`config.mk`:
```
export PLATFORM = sky130hd
export DESIGN_NAME = mem_issue_queue
export DESIGN_NICKNAME = d
export VERILOG_FILES = /design/src/rtl/mem_issue_queue.sv
export SDC_FILE = /design/constraint.sdc
export NUM_CORES = 2
export LEC_CHECK = 0
export BUFFER_PORTS_ARGS = -buffer_cell sky130_fd_sc_hd__buf_2
export CAP_MARGIN = 10
export CORE_UTILIZATION = 35
export DETAILED_ROUTE_END_ITERATION = 16
export GPL_TIMING_DRIVEN = 1
export PLACE_DENSITY_LB_ADDON = 0.08
export SETUP_SLACK_MARGIN = 0.2
export SYNTH_ARGS = -nofsm -noshare
export SYNTH_HDL_FRONTEND = slang
export SYNTH_SLANG_ARGS = --single-unit
```
`constraint.sdc`:
```
create_clock -name clk -period 12.4 [get_ports clk]
set_clock_uncertainty 0.2 [all_clocks]
set_input_delay 2.48 -clock clk [delete_from_list [all_inputs] [get_ports clk]]
set_output_delay 2.48 -clock clk [all_outputs]
set_load 0.03 [all_outputs]
```
`src/rtl/mem_issue_queue.sv`:
```
// mem_issue_queue: in-order load/store issue queue. Holds memory ops until their
// operands arrive (dispatch or CDB snoop) and issues them strictly in program
// order through a registered slot that holds while the memory unit stalls.
module mem_issue_queue #(
    parameter int unsigned DEPTH = 8,
    parameter int unsigned ROB_W = 4
) (
    input  logic                    clk,
    input  logic                    rst,
    input  logic                    flush,
    input  logic                    disp_valid,
    output logic                    disp_ready,
    input  logic                    disp_is_store,
    input  logic [31:0]             disp_pc,
    input  logic [31:0]             disp_inst,
    input  logic [31:0]             disp_imm,
    input  logic [ROB_W-1:0]        disp_rob_idx,
    input  logic                    disp_rs1_rdy,
    input  logic                    disp_rs2_rdy,
    input  logic [ROB_W-1:0]        disp_rs1_tag,
    input  logic [ROB_W-1:0]        disp_rs2_tag,
    input  logic [31:0]             disp_rs1_data,
    input  logic [31:0]             disp_rs2_data,
    input  logic                    cdb_valid,
    input  logic [ROB_W-1:0]        cdb_rob_idx,
    input  logic [31:0]             cdb_data,
    input  logic                    mem_stall,
    output logic                    iss_valid,
    output logic                    iss_is_store,
    output logic [31:0]             iss_pc,
    output logic [31:0]             iss_inst,
    output logic [31:0]             iss_imm,
    output logic [31:0]             iss_rs1_data,
    output logic [31:0]             iss_rs2_data,
    output logic [ROB_W-1:0]        iss_rob_idx,
    output logic [$clog2(DEPTH):0]  count
);

    localparam int unsigned PTR_W = $clog2(DEPTH);
    localparam logic [PTR_W:0] FullCount = (PTR_W + 1)'(DEPTH);

    // Entry storage
    logic             valid_q    [DEPTH];
    logic             store_q    [DEPTH];
    logic [31:0]      pc_q       [DEPTH];
    logic [31:0]      inst_q     [DEPTH];
    logic [31:0]      imm_q      [DEPTH];
    logic [ROB_W-1:0] rob_q      [DEPTH];
    logic             rs1_rdy_q  [DEPTH];
    logic             rs2_rdy_q  [DEPTH];
    logic [ROB_W-1:0] rs1_tag_q  [DEPTH];
    logic [ROB_W-1:0] rs2_tag_q  [DEPTH];
    logic [31:0]      rs1_data_q [DEPTH];
    logic [31:0]      rs2_data_q [DEPTH];

    logic [PTR_W-1:0] head_q, tail_q;
    logic [PTR_W:0]   count_q, count_d;

    logic        enq, pop, head_ready, slot_free;
    logic        enq_rs1_rdy, enq_rs2_rdy;
    logic [31:0] enq_rs1_data, enq_rs2_data;

    // Handshake, pop decision and enqueue-time CDB bypass
    always_comb begin
        disp_ready = (count_q != FullCount);
        enq        = disp_valid && disp_ready;
        // Head readiness looks only at registered state; a same-cycle CDB hit counts next cycle
        head_ready = valid_q[head_q] && rs1_rdy_q[head_q] &&
                     (!store_q[head_q] || rs2_rdy_q[head_q]);
        slot_free  = !iss_valid || !mem_stall;
        pop        = slot_free && head_ready;

        enq_rs1_rdy  = disp_rs1_rdy || (cdb_valid && (cdb_rob_idx == disp_rs1_tag));
        enq_rs2_rdy  = disp_rs2_rdy || (cdb_valid && (cdb_rob_idx == disp_rs2_tag));
        enq_rs1_data = disp_rs1_rdy ? disp_rs1_data : cdb_data;
        enq_rs2_data = disp_rs2_rdy ? disp_rs2_data : cdb_data;

        count_d = count_q;
        case ({enq, pop})
            2'b10:   count_d = count_q + (PTR_W + 1)'(1);
            2'b01:   count_d = count_q - (PTR_W + 1)'(1);
            default: count_d = count_q;
        endcase
    end

    // Entry valid bits, CDB wakeup of all waiting operands, and tail write
    always_ff @(posedge clk) begin
        if (rst || flush) begin
            for (int i = 0; i < DEPTH; i++) begin
                valid_q[i] <= 1'b0;
            end
        end else begin
            for (int i = 0; i < DEPTH; i++) begin
                if (valid_q[i] && cdb_valid) begin
                    if (!rs1_rdy_q[i] && (rs1_tag_q[i] == cdb_rob_idx)) begin
                        rs1_rdy_q[i]  <= 1'b1;
                        rs1_data_q[i] <= cdb_data;
                    end
                    if (!rs2_rdy_q[i] && (rs2_tag_q[i] == cdb_rob_idx)) begin
                        rs2_rdy_q[i]  <= 1'b1;
                        rs2_data_q[i] <= cdb_data;
                    end
                end
            end
            if (pop) begin
                valid_q[head_q] <= 1'b0;
            end
            // The tail slot is never valid when enqueuing, so no clash with wakeup above
            if (enq) begin
                valid_q[tail_q]    <= 1'b1;
                store_q[tail_q]    <= disp_is_store;
                pc_q[tail_q]       <= disp_pc;
                inst_q[tail_q]     <= disp_inst;
                imm_q[tail_q]      <= disp_imm;
                rob_q[tail_q]      <= disp_rob_idx;
                rs1_rdy_q[tail_q]  <= enq_rs1_rdy;
                rs2_rdy_q[tail_q]  <= enq_rs2_rdy;
                rs1_tag_q[tail_q]  <= disp_rs1_tag;
                rs2_tag_q[tail_q]  <= disp_rs2_tag;
                rs1_data_q[tail_q] <= enq_rs1_data;
                rs2_data_q[tail_q] <= enq_rs2_data;
            end
        end
    end

    // Head/tail pointers and occupancy count
    always_ff @(posedge clk) begin
        if (rst || flush) begin
            head_q  <= '0;
            tail_q  <= '0;
            count_q <= '0;
        end else begin
            if (pop) head_q <= head_q + PTR_W'(1);
            if (enq) tail_q <= tail_q + PTR_W'(1);
            count_q <= count_d;
        end
    end

    // Issue slot: load the head when free, clear when free with nothing ready, else hold
    always_ff @(posedge clk) begin
        if (rst) begin
            iss_valid    <= 1'b0;
            iss_is_store <= 1'b0;
            iss_pc       <= '0;
            iss_inst     <= '0;
            iss_imm      <= '0;
            iss_rs1_data <= '0;
            iss_rs2_data <= '0;
            iss_rob_idx  <= '0;
        end else if (flush) begin
            iss_valid <= 1'b0;
        end else if (slot_free) begin
            iss_valid <= head_ready;
            if (head_ready) begin
                iss_is_store <= store_q[head_q];
                iss_pc       <= pc_q[head_q];
                iss_inst     <= inst_q[head_q];
                iss_imm      <= imm_q[head_q];
                iss_rs1_data <= rs1_data_q[head_q];
                iss_rs2_data <= rs2_data_q[head_q];
                iss_rob_idx  <= rob_q[head_q];
            end
        end
    end

    assign count = count_q;

endmodule

```
==> flow_summary.json <==
{
  "outcome": "finished clean",
  "postSynthCellCount": 3857,
  "cts_tree": "yes",
  "place_area_sq_um": 69300,
  "drtIter0Drc": 2967,
  "finalCritPeriodShare_pct": 46.5,
  "async_flop_share_pct": 0,
  "path_buf_inv": 5,
  "synth_edf_count": 1384,
  "total_power_mw": 11.6,
  "grt_pass1_vias": 38100,
  "io_buffers": 387,
  "die_height_microns": 433,
  "syn_area_sq_um": 65100,
  "ys_seq_elements": 1587,
  "ys.flop_type": "edfxtp_1",
  "synth_area_leaders": "edfxtp_1, mux4_2, dfxtp_1, a21oi_1, mux2i_1",
  "drt-total-wl_mm": 194,
  "dieArea_sq_um": 188000,
  "cp_max_fo": 58,
  "cp_data_required_time_ns": 12.71,
  "ir_worst_vdd_v": 0.0000978,
  "clk_pin_slew_ns": 0.06,
  "hold_buffers": 0,
  "vias": 37200,
  "p_leak_nw": 23.6,
  "drtAntennaViolNets": 0,
  "syn_to_final_growth_pct": 15.4,
  "rr_worst_depth": 7,
  "clock_path_buffers": 3,
  "yosys.area.top_type": "edfxtp_1",
  "placement_rows": 157,
  "post_cts_buffers": 0,
  "drive_gt1_share_pct": 25.1,
  "endpoint": "rs2_data_q[1][20]",
  "crit_family": "buffers and inverters",
  "ys_types": 51,
  "fmax_mhz": 173,
  "regToRegEndpoint": "iss_inst[7]",
  "crit_slowest_cell": "buf_4",
  "path_common_cell": "buf_4",
  "grt_overflow": 0,
  "fin_crit_ns": 5.76,
  "slew_viol_final": 0,
  "io_pins": 388,
  "grt_setup_unrepaired": "false",
  "grt_pass1_wl_mm": 278,
  "drc_errors": 0,
  "drtPass1Iterations": 5,
  "nNetsFinal": 4369,
  "antenna_found_initial": 37,
  "clock_latency_ns": 0.82,
  "dieWidth_microns": 433,
  "globalplace.congestion": 0.746,
  "end_kind": "flop",
  "slew_headroom_pct": 22.4,
  "finalHoldViolations": 0,
  "worstPathArrival_ns": 6.08,
  "cts-root-buf": "clkbuf_16",
  "path_depth": 9,
  "tightest_slew_ns": 1.16,
  "wl_per_cell_microns": 28.7,
  "start_util_pct": 35.4,
  "viasPerCell": 5.49,
  "maxCapViolCount": 0,
  "grtUsageTotal_pct": 20.6,
  "synth_area_per_cell_sq_um": 16.9,
  "cp_slowest_stage_delay_ns": 0.75,
  "numCtsBuffers": 178,
  "fin_area_sq_um": 75100,
  "seq_area_frac_synth_pct": 70.1,
  "cts_resized": 0,
  "htreeDepth": 4,
  "synth_top_area_share_pct": 63.9,
  "crit_start": "rst",
  "coreArea_sq_um": 184000,
  "finalSetupTns_ns": 0,
  "powerDensity_nw_per_um2": 154,
  "syn-num-nets": 4080,
  "holdCritPathClass": "flop to flop",
  "rrSetupSlack_ns": 7.61,
  "startpoint_type": "input port",
  "setup_viol": 0,
  "cts_sinks": 1587,
  "crit_chain": "clkbuf_8, nor2_1, buf_4, nand3_1, nor4b_4, buf_4, buf_4, buf_4, a21oi_1",
  "ys_warn_count": 0,
  "hpwl_mm": 107,
  "path_class": "input port to flop",
  "grt_max_degree": 155
}
-- stage by stage --
stage	utilization, %	std cells	hold slack, ns	setup WS (ns)
3_3_place_gp	37.7	6430	0.265	5.70
6_report	40.8	6775	0.277	6.64
2_1_floorplan	-	3857	0.278	4.72
4_1_cts	40.8	6765	0.285	6.59
3_5_place_dp	37.7	6430	0.275	5.70
5_1_grt	40.8	6768	0.311	6.37
-- state kept, by name (all words and copies together), names as in the netlist, 8 cells and up, named ones only --
register / cells
rob_q: 32
iss_imm: 32
store_q: 8
imm_q: 256
inst_q: 256
rs1_data_q: 256
rs1_tag_q: 32
valid_q: 8
iss_rs1_data: 32
rs1_rdy_q: 8
iss_inst: 32
rs2_data_q: 256
rs2_tag_q: 32
pc_q: 256
iss_rs2_data: 32
iss_pc: 32
rs2_rdy_q: 8
-- worst min path at each step --
stage | startpoint | endpoint | slack (ns) | cells past startpoint
final | iss_is_store | iss_is_store | 0.28 | 2
after detailed placement | iss_is_store | iss_is_store | 0.27 | 2
after global routing | iss_is_store | iss_is_store | 0.31 | 2
after CTS | iss_is_store | iss_is_store | 0.29 | 2
after global placement | iss_is_store | iss_is_store | 0.26 | 2
after floorplan | rs1_rdy_q[7] | rs1_rdy_q[7] | 0.28 | 1
-- area by class of cell --
class	count	area, sq um
fill	16900	109000
sequential	1587	45600
multi-input combinational	1916	18000
clock buffer	264	5120
tap	2464	3080
timing repair buffer	458	2560
clock inverter	71	671
inverter	5	33.8
antenna	10	25.0
-- where the power goes --
group	switching [mW]	internal (mW)
logic	0.336	0.123
clock network	2.17	3.07
registers	0.0140	5.84
total	2.52	9.03
-- cells in the final DEF (no fill, tap or decap), types with 8 or more instances in the layout --
cell type  count
nor2_1       269
a211oi_1     165
clkbuf_8      25
diode_2       10
clkinv_2      26
xnor2_1       12
nand2_1       18
buf_2        384
xor2_1        65
a21oi_1      533
clkbuf_1      57
clkbuf_16    183
dfxtp_1      200
bufinv_16     10
a21o_2         8
a2bb2oi_1     16
mux4_2       331
nand3_1       14
nor3_1        23
mux2i_1      234
buf_4         67
edfxtp_1    1384
a41oi_1      164
clkinv_1      22
-- synth_stat cells, types with 3 or more instances --
master / n
buf_6: 22
a211oi_1: 165
a21o_1: 9
o21ai_0: 3
nand3_1: 14
edfxtp_1: 1384
buf_4: 13
nor3_1: 24
inv_1: 4
mux2i_1: 234
a31oi_1: 3
mux4_2: 331
o211ai_1: 3
buf_1: 10
o41ai_1: 3
a41oi_1: 164
or3_1: 4
a21oi_1: 534
and3_1: 3
dfxtp_1: 203
nor2_1: 269
xnor2_1: 12
xor2_1: 65
clkbuf_1: 241
nor4b_1: 3
a31o_2: 4
nand2_1: 18
ha_1: 5
a2bb2oi_1: 16
nor2b_1: 3
buf_2: 63
-- tightest hold or removal path, stage by stage (launching register included) --
cell      delay (ns)
dfxtp_1         0.31
nand2b_1        0.06
mux2i_1         0.06
-- per-layer routing --
| metal | GRT usage (%) | routed length [microns] | vias up |
|---|---|---|---|
| li1 | - | - | 16300 |
| met1 | 27.3 | 82800 | 19600 |
| met2 | 35.4 | 98400 | 971 |
| met3 | 3.02 | 8750 | 295 |
| met4 | 5.52 | 4260 | 12 |
| met5 | 0 | 67 | - |
-- cell families (layout without fill, tap and decap cells) --
group / after synthesis / in the layout / synth area share (%)
flops: 1587 / 1587 / 70.1
compound gates: 908 / 908 / 8.80
fa+ha+maj: 6 / 6 / 0.127
buf+inv: 354 / 798 / 2.49
xor+xnor: 77 / 77 / 1.04
simple gates: 359 / 359 / 2.35
mux: 566 / 566 / 15.1
other cells: 0 / 10 / 0
Power figures use the tool's default switching activity.
